--- config.mk ---
export PLATFORM = sky130hd
export DESIGN_NAME = store_buffer
export DESIGN_NICKNAME = d
export VERILOG_FILES = /design/src/rtl/store_buffer.sv
export SDC_FILE = /design/constraint.sdc
export NUM_CORES = 1
export LEC_CHECK = 0
export BUFFER_PORTS_ARGS = -buffer_cell sky130_fd_sc_hd__buf_2
export CORE_MARGIN = 5
export CORE_UTILIZATION = 45
export DETAILED_ROUTE_END_ITERATION = 16
export HOLD_SLACK_MARGIN = 0.1
export PLACE_DENSITY_LB_ADDON = 0.12
export REMOVE_ABC_BUFFERS = 1
export SLEW_MARGIN = 40
export SYNTH_ARGS = -nofsm -noshare
export SYNTH_HDL_FRONTEND = slang
export SYNTH_SLANG_ARGS = --single-unit
--- constraint.sdc ---
create_clock -name clk -period 10.9 [get_ports clk]
set_clock_uncertainty 0.2 [all_clocks]
set_input_delay 0.545 -clock clk [delete_from_list [all_inputs] [get_ports clk]]
set_output_delay 0.545 -clock clk [all_outputs]
set_load 0.005 [all_outputs]
--- src/rtl/store_buffer.sv ---
// Store buffer: FIFO of pending stores drained to data memory, with load address matching.
// Define STORE_BUF_FWD_EN to forward the youngest matching store to loads; otherwise matching loads stall.
module store_buffer #(
   parameter int DEPTH = 4
) (
   input  logic        clk,
   input  logic        reset,
   input  logic        st_valid,
   input  logic [31:0] st_addr,
   input  logic [31:0] st_data,
   input  logic [31:0] st_pc,
   output logic        st_ready,
   input  logic        ld_valid,
   input  logic [31:0] ld_addr,
   output logic        ld_hit,
   output logic [31:0] ld_data,
   output logic        ld_stall,
   input  logic        dm_ready,
   output logic        dm_we,
   output logic [31:0] dm_addr,
   output logic [31:0] dm_wd,
   output logic [31:0] dm_pc,
   output logic [$clog2(DEPTH):0] count
);

   localparam int PW = (DEPTH > 1) ? $clog2(DEPTH) : 1;
   localparam int CW = $clog2(DEPTH) + 1;

   logic [29:0]   addr_mem [DEPTH];
   logic [31:0]   data_mem [DEPTH];
   logic [31:0]   pc_mem   [DEPTH];
   logic [PW-1:0] rd_ptr;
   logic [PW-1:0] wr_ptr;
   logic [CW-1:0] cnt;

   logic          full;
   logic          empty;
   logic          push;
   logic          pop;
   logic          match_any;
   logic [31:0]   match_data;

   // Byte-offset bits of both addresses are deliberately ignored.
   wire unused_low = &{1'b0, st_addr[1:0], ld_addr[1:0]};

   assign full     = (cnt == CW'(DEPTH));
   assign empty    = (cnt == '0);
   assign st_ready = !full;
   assign push     = st_valid && !full;
   assign dm_we    = !empty && dm_ready;
   assign pop      = dm_we;
   assign count    = cnt;

   assign dm_addr  = empty ? 32'h0 : {addr_mem[rd_ptr], 2'b00};
   assign dm_wd    = empty ? 32'h0 : data_mem[rd_ptr];
   assign dm_pc    = empty ? 32'h0 : pc_mem[rd_ptr];

   always_ff @(posedge clk) begin
      if (reset) begin
         rd_ptr <= '0;
         wr_ptr <= '0;
         cnt    <= '0;
      end else begin
         if (push) wr_ptr <= wr_ptr + PW'(1);
         if (pop)  rd_ptr <= rd_ptr + PW'(1);
         case ({push, pop})
            2'b10:   cnt <= cnt + CW'(1);
            2'b01:   cnt <= cnt - CW'(1);
            default: cnt <= cnt;
         endcase
      end
   end

   // Entry storage carries no reset: occupancy is tracked by the pointers and count.
   always_ff @(posedge clk) begin
      if (!reset && push) begin
         addr_mem[wr_ptr] <= st_addr[31:2];
         data_mem[wr_ptr] <= st_data;
         pc_mem[wr_ptr]   <= st_pc;
      end
   end

   // Walk oldest to youngest so the last match seen is the youngest store.
   always_comb begin
      match_any  = 1'b0;
      match_data = 32'h0;
      for (int k = 0; k < DEPTH; k++) begin
         if ((CW'(k) < cnt) && (addr_mem[rd_ptr + PW'(k)] == ld_addr[31:2])) begin
            match_any  = 1'b1;
            match_data = data_mem[rd_ptr + PW'(k)];
         end
      end
   end

`ifdef STORE_BUF_FWD_EN
   assign ld_hit   = ld_valid && match_any;
   assign ld_data  = ld_hit ? match_data : 32'h0;
   assign ld_stall = 1'b0;
`else
   wire unused_fwd = &{1'b0, match_data};
   assign ld_hit   = 1'b0;
   assign ld_data  = 32'h0;
   assign ld_stall = ld_valid && match_any;
`endif

endmodule

==> results by group <==
GRT
  • Met2 usage in global routing: 33.6%
  • GR Layer Usage met1: 28.9%
  • Pin count of the biggest net entering global routing: 66
  • Initial antenna violation count: 7
  • Met3 usage: 5.27%
  • Busiest grt layer: met2
  • First-pass GRT wire length: 74.7 mm
  • Vias in the first global route: 12,067
  • GRT overflow: 0
  • Total global routing track utilization: 21.0%

Routing
  • DR vias: 11,502
  • Final ANT Viol Nets: 0
  • Drt wl/cell: 24.0 um
  • Iteration count of the initial detailed-routing pass: 5
  • Drt total wl: 49.3 mm
  • Residual DRC: 0
  • Vias per cell: 5.61
  • Initial drt markers: 864

Clocking
  • Setup bufs post-CTS: 0
  • Num CTS Buffers: 43
  • CTS tree: yes
  • Root Buffer Master: clkbuf_16
  • CTS clk-pin slew, worst paths: 50 ps
  • Clk_lat worst skew: 560 ps
  • CTS H-Tree Depth: 2
  • Sink Count: 385
  • Max Root-Sink Buffers: 3

Yosys
  • Yosys reg bits: 385
  • Yosys warning count: 0
  • Dominant synthesized flop cell: edfxtp_1
  • Number of flops mapped to enable cells by yosys: 376
  • Synth top area share: 59.2%
  • Dominant cells by area after synthesis: edfxtp_1, mux4_2, mux2i_1
  • Asr flop ratio synth: 0%
  • Leading area contributor after synthesis: edfxtp_1
  • Mapped Cells: 1,168
  • Sequential fraction of the synthesis area: 60.2%
  • Netlist cell types: 59
  • Syn_area_per_cell: 16.3 sq um
  • Post-Syn Area: 19,100 sq um

Worst setup path
  • CP Data Arrival Time: 5030 ps
  • CP Class: flop to output pin
  • Crit-path max FO: 45
  • Critical path required time: 10,160 ps
  • Crit path capture type: output pin
  • Critical Path Source Type: flop

Finish
  • Filler-free cell count of the finished design: 2,050
  • Syn-to-layout area delta: 20.0%
  • Layout cells sized above 1: 30.6%
  • Final net count: 1,616

Floorplan
  • # IOs: 268
  • Core area: 41,900 sq um
  • Die extent in y: 216 um
  • Die X: 216 um
  • Die area: 46,600 sq um
  • Core Rows: 75
  • Initial Util: 45.4%

STA
  • Slew Limit Headroom: 45.5%
  • Setup TNS: 0 ps
  • Worst-Margin Slew: 817 ps
  • Period utilization: 53.0%
  • Max-slew violations: 0
  • Final setup viols: 0
  • Final Hold Fails: 0
  • F_max: 173 MHz
  • RSZ-0062 raised after global routing: false
  • Final min period: 5770 ps

Power
  • Lkg Pwr: 7.77 nW
  • Total power divided by cell area: 210 nW/um^2
  • Pwr Total: 4.81 mW
  • Peak supply drop: 0.152 mV

Placed design
  • Dpl cells: 1,870
  • Post-DP HPWL: 32.5 mm
  • Placer congestion estimate: 0.924
  • IO buf count: 228

Min path
  • Hold Crit Class: input pin to flop

Outcome
  • Outcome: complete, no violations

Run
  • Max cap viols: 0
-- cells in the mapped netlist, types with 2 or more instances --
cell type / n
a21oi_1: 12
a221oi_1: 4
nor3_1: 9
clkbuf_1: 32
mux2_2: 18
a22oi_1: 7
a22o_1: 3
o22ai_1: 15
buf_1: 7
nor2_1: 40
buf_4: 45
and2_1: 15
o21ai_1: 2
nand2_1: 26
or4_1: 2
dfxtp_1: 9
nand4_1: 17
a2111oi_2: 3
and3_1: 3
edfxtp_1: 376
inv_1: 4
mux4_2: 120
o2bb2ai_1: 4
nor4_1: 10
a211oi_1: 15
ha_1: 9
xor2_1: 49
xnor2_1: 47
buf_6: 8
nor2b_1: 72
o21ai_0: 16
a221o_1: 4
mux2i_1: 110
a21o_1: 2
o221ai_1: 5
inv_2: 2
buf_2: 21
mux2_1: 2
a2111oi_0: 3
-- flip-flops by register name, indices dropped and copies added, names as in the netlist, named ones only --
register  flops
count         3
rd_ptr        2
data_mem    128
addr_mem    120
pc_mem      128
wr_ptr        2
-- layer usage --
| layer | wire length, um | vias up |
|---|---|---|
| met3 | 3550 | 78 |
| met2 | 23500 | 337 |
| met1 | 21200 | 5885 |
| met5 | 55 | - |
| met4 | 1080 | 8 |
| li1 | - | 5194 |
-- power by group --
group / internal (mW) / total (mW) / leakage [nW] / switching [mW]
logic: 0.766 / 1.64 / 3.62 / 0.875
clock network: 0.803 / 1.39 / 0.653 / 0.587
registers: 1.71 / 1.78 / 3.49 / 0.0751
total: 3.28 / 4.81 / 7.77 / 1.54
-- layout by cell type (no fill, tap or decap), drive strengths merged, types with 3 or more instances in the layout --
master and instances:
nand2 26, mux2i 111, clkinv 18, o22ai 15, o221ai 5, nor2 40
bufinv 3, o21ai 18, buf 245, nand4 17, conb 35, dfxtp 9
xnor2 47, a211oi 16, o2bb2ai 4, xor2 49, nor3 9, mux4 120
a22o 3, and2 15, mux2 20, a21oi 12, and3 3, inv 8
clkinvlp 3, ha 9, clkbuf 53, a221o 4, dlygate4sd3 97, nor2b 72
diode 3, edfxtp 376, a2111oi 6, a221oi 4, a22oi 7, nor4 10
-- worst paths after layout --
check / from / end / slack (ps) / cells past startpoint
setup / recovery: flop / ld_stall / 5130 / 10
hold reg to reg: wr_ptr[0]$_SDFFE_PP0P_ / wr_ptr[0]$_SDFFE_PP0P_ / 420 / 3
hold / removal: dm_ready / rd_ptr[0]$_SDFFE_PP0P_ / 360 / 4
setup reg to reg: count[0]$_SDFFE_PP0P_ / addr_mem[2][7]$_DFFE_PP_ / 7610 / 8
-- cell type report --
class                           count  area, sq um
Antenna cell                        3         7.51
Inverter                            6         22.5
Clock inverter                     26          234
Clock buffer                       53         1110
Multi-Input combinational cell    696         7000
Timing Repair Buffer              342         2340
Tap cell                          539          674
Fill cell                        3458        19100
Sequential cell                   385        11500
-- logic make-up (layout without fill, tap and decap cells) --
kind of cell | count (synthesis) | count (layout) | synth area share [%]
compound gates | 106 | 106 | 4.08
xor+xnor | 96 | 96 | 4.41
fa+ha+maj | 9 | 9 | 0.591
buf+inv | 121 | 427 | 3.87
flops | 385 | 385 | 60.2
mux | 251 | 251 | 21.3
other cells | 1 | 38 | 0.0197
simple gates | 199 | 199 | 5.62
-- metrics by stage --
step           cell area, sq um  hold WS, ps  utilization, %  worst slack (ps)
6_report                  22900          357            54.5              5130
5_1_grt                   22900          390            54.5              4900
4_1_cts                   22800          331            54.5              5070
3_5_place_dp              20500          296            48.9              5700
3_3_place_gp              20400          290            48.7              5710
2_1_floorplan             18500          263               -              4330
-- repair_timing --
item | in CTS | in global routing
endpoints found under the hold margin | 385 | 0
hold buffers | 97 | 0
resized for setup | 0 | 0
endpoints found under the setup margin | 0 | 0
-- worst max-delay path, cell delays in order (launching register included) --
cell and delay (ps):
dfxtp_4 800, buf_4 620, buf_4 760, mux2i_1 460, o2bb2ai_1 190, a211o_1 300, or4_1 510, nor4_1 290
a22o_1 190, a311o_1 150, buf_2 140
Note: power is estimated with default switching activity, not from simulation.
